$ cat src/rtl/ctrl_pipe_unit_pkg.sv
// Shared decode constants for ctrl_pipe_unit: opcodes, ALU/imm/writeback codes, bundle layout.
// M-extension codes are consumed only when RV32M_DECODE_EN is defined.
package ctrl_pipe_unit_pkg;

    localparam logic [6:0] OP_R      = 7'b0110011;
    localparam logic [6:0] OP_I      = 7'b0010011;
    localparam logic [6:0] OP_LOAD   = 7'b0000011;
    localparam logic [6:0] OP_STORE  = 7'b0100011;
    localparam logic [6:0] OP_BRANCH = 7'b1100011;
    localparam logic [6:0] OP_JAL    = 7'b1101111;
    localparam logic [6:0] OP_JALR   = 7'b1100111;
    localparam logic [6:0] OP_AUIPC  = 7'b0010111;
    localparam logic [6:0] OP_LUI    = 7'b0110111;

    localparam logic [6:0] F7_BASE   = 7'b0000000;
    localparam logic [6:0] F7_ALT    = 7'b0100000;
    localparam logic [6:0] F7_MULDIV = 7'b0000001;

    localparam logic [4:0] ALU_ADD     = 5'd0;
    localparam logic [4:0] ALU_SUB     = 5'd1;
    localparam logic [4:0] ALU_SLL     = 5'd2;
    localparam logic [4:0] ALU_SLT     = 5'd3;
    localparam logic [4:0] ALU_SLTU    = 5'd4;
    localparam logic [4:0] ALU_XOR     = 5'd5;
    localparam logic [4:0] ALU_SRL     = 5'd6;
    localparam logic [4:0] ALU_SRA     = 5'd7;
    localparam logic [4:0] ALU_OR      = 5'd8;
    localparam logic [4:0] ALU_AND     = 5'd9;
    localparam logic [4:0] ALU_PASSB   = 5'd10;
    // Branch compares occupy 16..23 and M operations 24..31, both indexed by func3
    localparam logic [4:0] ALU_BR_BASE = 5'd16;
    localparam logic [4:0] ALU_MUL     = 5'd24;
    localparam logic [4:0] ALU_MULH    = 5'd25;
    localparam logic [4:0] ALU_MULHSU  = 5'd26;
    localparam logic [4:0] ALU_MULHU   = 5'd27;
    localparam logic [4:0] ALU_DIV     = 5'd28;
    localparam logic [4:0] ALU_DIVU    = 5'd29;
    localparam logic [4:0] ALU_REM     = 5'd30;
    localparam logic [4:0] ALU_REMU    = 5'd31;

    localparam logic [2:0] IMM_NONE = 3'd0;
    localparam logic [2:0] IMM_I    = 3'd1;
    localparam logic [2:0] IMM_S    = 3'd2;
    localparam logic [2:0] IMM_B    = 3'd3;
    localparam logic [2:0] IMM_U    = 3'd4;
    localparam logic [2:0] IMM_J    = 3'd5;

    localparam logic [1:0] WB_ALU = 2'd0;
    localparam logic [1:0] WB_MEM = 2'd1;
    localparam logic [1:0] WB_PC4 = 2'd2;

    // Bundle = {hi[HI_W-1:0], alu_control[ALU_W-1:0], illegal}; offsets below index hi
    localparam int HI_W          = 16;
    localparam int BIT_REG_WRITE = 15;
    localparam int BIT_OPERAND_A = 14;
    localparam int BIT_OPERAND_B = 13;
    localparam int BIT_MEM_EN    = 12;
    localparam int BIT_S         = 11;
    localparam int BIT_L         = 10;
    localparam int BIT_SB        = 9;
    localparam int BIT_UJ        = 8;
    localparam int BIT_JALR      = 7;
    localparam int BIT_U_AUI     = 6;
    localparam int BIT_U_LUI     = 5;
    localparam int BIT_MEM_REG   = 3;
    localparam int BIT_IMM_SEL   = 0;
    localparam int OFF_ILLEGAL   = 0;
    localparam int OFF_ALU       = 1;

    function automatic int ctrl_w(input int alu_w);
        return HI_W + alu_w + 1;
    endfunction

    localparam int CTRL_W = ctrl_w(5);

    function automatic logic [4:0] alu_of_func3(input logic [2:0] f3, input logic alt);
        logic [4:0] code;
        case (f3)
            3'b000:  code = alt ? ALU_SUB : ALU_ADD;
            3'b001:  code = ALU_SLL;
            3'b010:  code = ALU_SLT;
            3'b011:  code = ALU_SLTU;
            3'b100:  code = ALU_XOR;
            3'b101:  code = alt ? ALU_SRA : ALU_SRL;
            3'b110:  code = ALU_OR;
            3'b111:  code = ALU_AND;
            default: code = ALU_ADD;
        endcase
        return code;
    endfunction

endpackage

$ cat src/rtl/ctrl_pipe_unit_decode.sv
// Combinational instruction decode into the control bundle.
// RV32M_DECODE_EN enables decode of R-type func7=0000001 (M extension).
module ctrl_decode_comb
    import ctrl_pipe_unit_pkg::*;
#(
    parameter int ALU_W = 5
) (
    input  logic [6:0]               opcode,
    input  logic [2:0]               func3,
    input  logic [6:0]               func7,
    output logic [ctrl_w(ALU_W)-1:0] ctrl
);

    logic [HI_W-1:0] hi_s;
    logic [4:0]      alu5_s;
    logic            illegal_s;
    logic            r_func7_ok_s;

    // R-type func7 patterns recognised by this build
    always_comb begin
`ifdef RV32M_DECODE_EN
        r_func7_ok_s = (func7 == F7_BASE) || (func7 == F7_ALT) || (func7 == F7_MULDIV);
`else
        r_func7_ok_s = (func7 == F7_BASE) || (func7 == F7_ALT);
`endif
    end

    // Opcode class decode; illegal bundles keep every other field zero
    always_comb begin
        hi_s      = '0;
        alu5_s    = ALU_ADD;
        illegal_s = 1'b0;
        case (opcode)
            OP_R: begin
                if (!r_func7_ok_s) begin
                    illegal_s = 1'b1;
                end else if (func7 == F7_MULDIV) begin
                    hi_s[BIT_REG_WRITE] = 1'b1;
                    alu5_s              = ALU_MUL + {2'b00, func3};
                end else begin
                    hi_s[BIT_REG_WRITE] = 1'b1;
                    alu5_s              = alu_of_func3(func3, func7[5]);
                end
            end
            OP_I: begin
                hi_s[BIT_REG_WRITE]         = 1'b1;
                hi_s[BIT_OPERAND_B]         = 1'b1;
                hi_s[BIT_IMM_SEL +: 3]      = IMM_I;
                alu5_s = alu_of_func3(func3, (func3 == 3'b101) && func7[5]);
            end
            OP_LOAD: begin
                hi_s[BIT_REG_WRITE]         = 1'b1;
                hi_s[BIT_OPERAND_B]         = 1'b1;
                hi_s[BIT_MEM_EN]            = 1'b1;
                hi_s[BIT_L]                 = 1'b1;
                hi_s[BIT_MEM_REG +: 2]      = WB_MEM;
                hi_s[BIT_IMM_SEL +: 3]      = IMM_I;
            end
            OP_STORE: begin
                hi_s[BIT_OPERAND_B]         = 1'b1;
                hi_s[BIT_MEM_EN]            = 1'b1;
                hi_s[BIT_S]                 = 1'b1;
                hi_s[BIT_IMM_SEL +: 3]      = IMM_S;
            end
            OP_BRANCH: begin
                hi_s[BIT_SB]                = 1'b1;
                hi_s[BIT_IMM_SEL +: 3]      = IMM_B;
                alu5_s                      = ALU_BR_BASE + {2'b00, func3};
            end
            OP_JAL: begin
                hi_s[BIT_REG_WRITE]         = 1'b1;
                hi_s[BIT_OPERAND_A]         = 1'b1;
                hi_s[BIT_OPERAND_B]         = 1'b1;
                hi_s[BIT_UJ]                = 1'b1;
                hi_s[BIT_MEM_REG +: 2]      = WB_PC4;
                hi_s[BIT_IMM_SEL +: 3]      = IMM_J;
            end
            OP_JALR: begin
                hi_s[BIT_REG_WRITE]         = 1'b1;
                hi_s[BIT_OPERAND_B]         = 1'b1;
                hi_s[BIT_JALR]              = 1'b1;
                hi_s[BIT_MEM_REG +: 2]      = WB_PC4;
                hi_s[BIT_IMM_SEL +: 3]      = IMM_I;
            end
            OP_AUIPC: begin
                hi_s[BIT_REG_WRITE]         = 1'b1;
                hi_s[BIT_OPERAND_A]         = 1'b1;
                hi_s[BIT_OPERAND_B]         = 1'b1;
                hi_s[BIT_U_AUI]             = 1'b1;
                hi_s[BIT_IMM_SEL +: 3]      = IMM_U;
            end
            OP_LUI: begin
                hi_s[BIT_REG_WRITE]         = 1'b1;
                hi_s[BIT_OPERAND_B]         = 1'b1;
                hi_s[BIT_U_LUI]             = 1'b1;
                hi_s[BIT_IMM_SEL +: 3]      = IMM_U;
                alu5_s                      = ALU_PASSB;
            end
            default: begin
                illegal_s = 1'b1;
            end
        endcase
    end

    assign ctrl = {hi_s, ALU_W'(alu5_s), illegal_s};

endmodule

$ cat src/rtl/ctrl_pipe_unit.sv
// Decode pipeline: STAGES registered stages with per-stage ready, flush and sticky illegal flag.
// Build with RV32M_DECODE_EN to accept M-extension R-type instructions.
module ctrl_pipe_unit
    import ctrl_pipe_unit_pkg::*;
#(
    parameter int STAGES = 2,
    parameter int ALU_W  = 5
) (
    input  logic                     clk,
    input  logic                     rst_n,
    input  logic                     in_valid,
    output logic                     in_ready,
    input  logic [6:0]               opcode,
    input  logic [2:0]               func3,
    input  logic [6:0]               func7,
    input  logic                     flush,
    output logic                     out_valid,
    input  logic                     out_ready,
    output logic [ctrl_w(ALU_W)-1:0] ctrl_o,
    output logic                     illegal_o,
    input  logic                     illegal_clr
);

    localparam int CW = ctrl_w(ALU_W);

    logic [CW-1:0]     dec_s;
    logic [CW-1:0]     data_r [STAGES];
    logic [STAGES-1:0] valid_r;
    logic [STAGES-1:0] adv_s;
    logic              set_s;
    logic              illegal_r;

    ctrl_decode_comb #(.ALU_W(ALU_W)) u_decode (
        .opcode (opcode),
        .func3  (func3),
        .func7  (func7),
        .ctrl   (dec_s)
    );

    // Ready chain: a stage moves when it is empty or its successor moves
    always_comb begin
        adv_s           = '0;
        adv_s[STAGES-1] = !valid_r[STAGES-1] || out_ready;
        for (int k = STAGES - 2; k >= 0; k--) begin
            adv_s[k] = !valid_r[k] || adv_s[k+1];
        end
    end

    // Handshake-derived strobes; a flush suppresses the sticky-flag set
    always_comb begin
        in_ready = flush || adv_s[0];
        set_s    = valid_r[STAGES-1] && out_ready && data_r[STAGES-1][OFF_ILLEGAL] && !flush;
    end

    // Stage registers; flush clears valid bits but leaves data in place
    always_ff @(posedge clk or negedge rst_n) begin
        if (!rst_n) begin
            valid_r <= '0;
            for (int k = 0; k < STAGES; k++) begin
                data_r[k] <= '0;
            end
        end else begin
            if (adv_s[0]) begin
                valid_r[0] <= in_valid;
                if (in_valid) begin
                    data_r[0] <= dec_s;
                end
            end
            for (int k = 1; k < STAGES; k++) begin
                if (adv_s[k]) begin
                    valid_r[k] <= valid_r[k-1];
                    data_r[k]  <= data_r[k-1];
                end
            end
            if (flush) begin
                valid_r <= '0;
            end
        end
    end

    // Sticky illegal flag; a set in the same cycle as a clear wins
    always_ff @(posedge clk or negedge rst_n) begin
        if (!rst_n) begin
            illegal_r <= 1'b0;
        end else if (set_s) begin
            illegal_r <= 1'b1;
        end else if (illegal_clr) begin
            illegal_r <= 1'b0;
        end
    end

    assign out_valid = valid_r[STAGES-1];
    assign ctrl_o    = data_r[STAGES-1];
    assign illegal_o = illegal_r;

endmodule

$ cat config.mk
export PLATFORM = sky130hd
export DESIGN_NAME = ctrl_pipe_unit
export DESIGN_NICKNAME = d
export VERILOG_FILES = /design/src/rtl/ctrl_pipe_unit_pkg.sv /design/src/rtl/ctrl_pipe_unit_decode.sv /design/src/rtl/ctrl_pipe_unit.sv
export SDC_FILE = /design/constraint.sdc
export NUM_CORES = 1
export LEC_CHECK = 0
export CORE_ASPECT_RATIO = 0.5
export CORE_UTILIZATION = 35
export CTS_BUF_LIST = sky130_fd_sc_hd__clkbuf_4 sky130_fd_sc_hd__clkbuf_8
export CTS_CLUSTER_DIAMETER = 40
export CTS_CLUSTER_SIZE = 14
export DETAILED_ROUTE_END_ITERATION = 10
export GPL_TIMING_DRIVEN = 0
export HOLD_SLACK_MARGIN = 0.12
export SLEW_MARGIN = 20
export SYNTH_ARGS = -nofsm -noshare
export SYNTH_HDL_FRONTEND = slang
export SYNTH_SLANG_ARGS = --single-unit
$ cat constraint.sdc
create_clock -name clk -period 4.3 [get_ports clk]
set_input_delay 0.43 -clock clk [delete_from_list [all_inputs] [get_ports clk]]
set_output_delay 0.43 -clock clk [all_outputs]
set_load 0.01 [all_outputs]
==> flow_metrics.tcl <==
set metrics [dict create \
    path_clk_slew_ns 0.09 \
    finalNetCount 269 \
    drt_iter0_markers 68 \
    p_leak_nw 1.30 \
    clock.fmax_mhz 408 \
    wl_per_cell_um 13.4 \
    cts-resized-gates 0 \
    grt_pass1_wl_mm 7.56 \
    ant_nets 0 \
    clockBufferDepth 2 \
    cp-end-kind "output port" \
    postCtsSetupBuffers 0 \
    ios 48 \
    min-delay-path-class "reg -> reg" \
    htreeDepth 2 \
    num_antenna_cells 0 \
    wl_mm 4.30 \
    grt_overflow 0 \
    grt_pass1_vias 1549 \
    period_share_pct 57.0 \
    hold_path_startpoint "data_r[27]" \
    synth_nets 214 \
    dr.pass1.iters 4 \
    hold_violations 0 \
    clock_latency_ns 0.30 \
    port_buffers 46 \
    cts_root_buf "clkbuf_8" \
    outcome "finished clean" \
    syn_inst 191 \
    cts_sinks 45 \
    drc_errors 0 \
    synth.distinct_cells 40 \
    vias_per_cell 4.91 \
    reg2reg_depth 6 \
    slowest_delay_ns 0.48 \
    cts_tree "done" \
    critPathKind "in -> out" \
    rsz0062_at_grt "no" \
    slowest_stage "clkdlybuf4s50_1" \
    slew_headroom_pct 63.8 \
    cts_buffers 5 \
    synth.avg_cell_area_sq_um 11.2 \
    place_inst 311 \
    path_cells "clkdlybuf4s50_1 > nor2b_1 > buf_2 > buf_2 > nand3b_1 > clkdlybuf4s50_1" \
    cap_violations 0 \
    num_rows 19 \
    cp_data_arrival_time_ns 2.02 \
    ir_drop_uv 167 \
    die_width_um 113 \
    postLayoutSetupSlackWorst_ns 1.85 \
    tightest_slew_ns 0.542 \
    area_growth_pct 32.2 \
    p_per_area_nw_per_um2 315 \
    dieHeight_um 57.4 \
    grt.busiest_layer "met2" \
    r2r-start "valid_r[1]" \
    final_max_slew_viol_count 0 \
    period_minus_slack_ns 2.45 \
    layoutNonFillerInstCount 320 \
    netlist_area_sq_um 2150 \
    cp-start-kind "input port" \
    setup-violations-final 0 \
    fin_tns_setup_ns 0 \
    pre_cts_slack_ns 1.84 \
    place_hpwl_mm 3.28 \
    whs_path_depth 1 \
    ys_seq_area_share_pct 52.5 \
    ys_ff_latch 45 \
    grt_usage_pct 15.3 \
    dr_total_vias 1572 \
    holdWs_ns 0.482 \
    grt_use_met3_pct 3.51 \
    use_met1_pct 21.3 \
    finClkSkew_ns 0.00971 \
    yosys_warnings 0 \
    grt_antenna_before_repair 0 \
    core_sq_um 5680 \
    layout_common_cells "dfrtp_1 (45), clkdlybuf4s50_1 (45), mux2_2 (22), buf_4 (22), nand2_1 (15)" \
    crit_start "out_ready" \
    place.gp.congestion 0.811 \
    synth_edf_count 0 \
    critPathRequiredTime_ns 3.87 \
    crit_path_max_fanout 10 \
    grt_max_degree 34 \
    grt_util_met2_pct 23.6 \
    drive_gt1_share_pct 26.3 \
    dieArea_sq_um 6470 \
    async_reset_ff_share_pct 100 \
    start_util_pct 37.8 \
    yosys_most_used_dff "dfrtp_1" \
]
-- report_power, final --
part | internal, W | total, W | switching (W) | leakage (nW)
clock | 0.000181 | 0.000325 | 0.000144 | 0.0588
combinational | 0.0000670 | 0.000120 | 0.0000527 | 0.640
sequential | 0.000439 | 0.000448 | 0.00000914 | 0.601
-- synthesized netlist by cell type (all sizes together) (2+ instances only) --
| master | n | area share, % |
|---|---|---|
| dfrtp | 45 | 52 |
| buf | 29 | 9.3 |
| mux2 | 22 | 12 |
| nand2 | 15 | 2.6 |
| nor2 | 14 | 2.4 |
| o21ai | 10 | 2.3 |
| a21oi | 7 | 1.6 |
| and3 | 4 | 1.2 |
| nand3 | 4 | 0.93 |
| nor2b | 4 | 1.2 |
| a21o | 3 | 1.0 |
| o31ai | 3 | 1.0 |
| a31oi | 2 | 0.58 |
| and2 | 2 | 0.58 |
| clkbuf | 2 | 0.41 |
| nand3b | 2 | 0.70 |
| nand4 | 2 | 0.58 |
| nor3 | 2 | 0.47 |
-- final timing paths --
check	to	slack (ns)
worst max-delay path	in_ready	1.85
worst min-delay path	data_r[27]	0.48
worst max register to register	data_r[27]	2.73
worst min register to register	data_r[27]	0.48
max in group asynchronous	data_r[31]	3.28
min in group asynchronous	ctrl_o[2]	0.55
-- routing by layer --
layer | vias to the layer above | part of all wire [%]
met4 | 0 | 0.63
met1 | 771 | 51
met5 | - | 0
li1 | 767 | -
met2 | 32 | 45
met3 | 2 | 3.8
-- critical path: cells and delay by family --
| family | cells | cell delay, ns |
|---|---|---|
| buffers and inverters | 4 | 1.37 |
| and+or+nand+nor | 2 | 0.22 |
-- timing repair --
item | in CTS | in global routing
endpoints found under the setup margin | 0 | 0
hold buffers | 1 | 0
endpoints found under the hold margin | 12 | 0
-- through the flow --
step / cell area [sq um] / power [W] / utilization [%]
finish: 2840 / 0.000893 / 49.9
global route: 2840 / 0.000935 / 49.9
CTS: 2840 / 0.000902 / 49.9
detailed placement: 2710 / 0.000577 / 47.7
global placement: 2700 / 0.000573 / 47.5
floorplan: 2150 / 0.000512 / -
-- flip-flops by register name, indices dropped and copies added, names as in the netlist --
name,flops
ctrl_o,21
illegal_o,1
valid_r,2
data_r,21
-- final cells by class --
class | count | area [sq um]
Sequential cell | 45 | 1130
Clock buffer | 6 | 76.3
Buffer | 31 | 209
Multi-Input combinational cell | 114 | 807
Inverter | 1 | 3.75
Timing Repair Buffer | 48 | 485
Fill cell | 525 | 2840
Tap cell | 73 | 91.3
Clock inverter | 2 | 38.8
-- cells by family (layout without fill, tap and decap cells) --
family / after synthesis / in the layout / share of synthesized area, %
simple gates: 55 / 55 / 13.2
flops: 45 / 45 / 52.5
compound gates: 37 / 37 / 12.9
buf+inv: 32 / 88 / 9.91
mux: 22 / 22 / 11.5
Note: power is estimated with default switching activity, not from simulation.
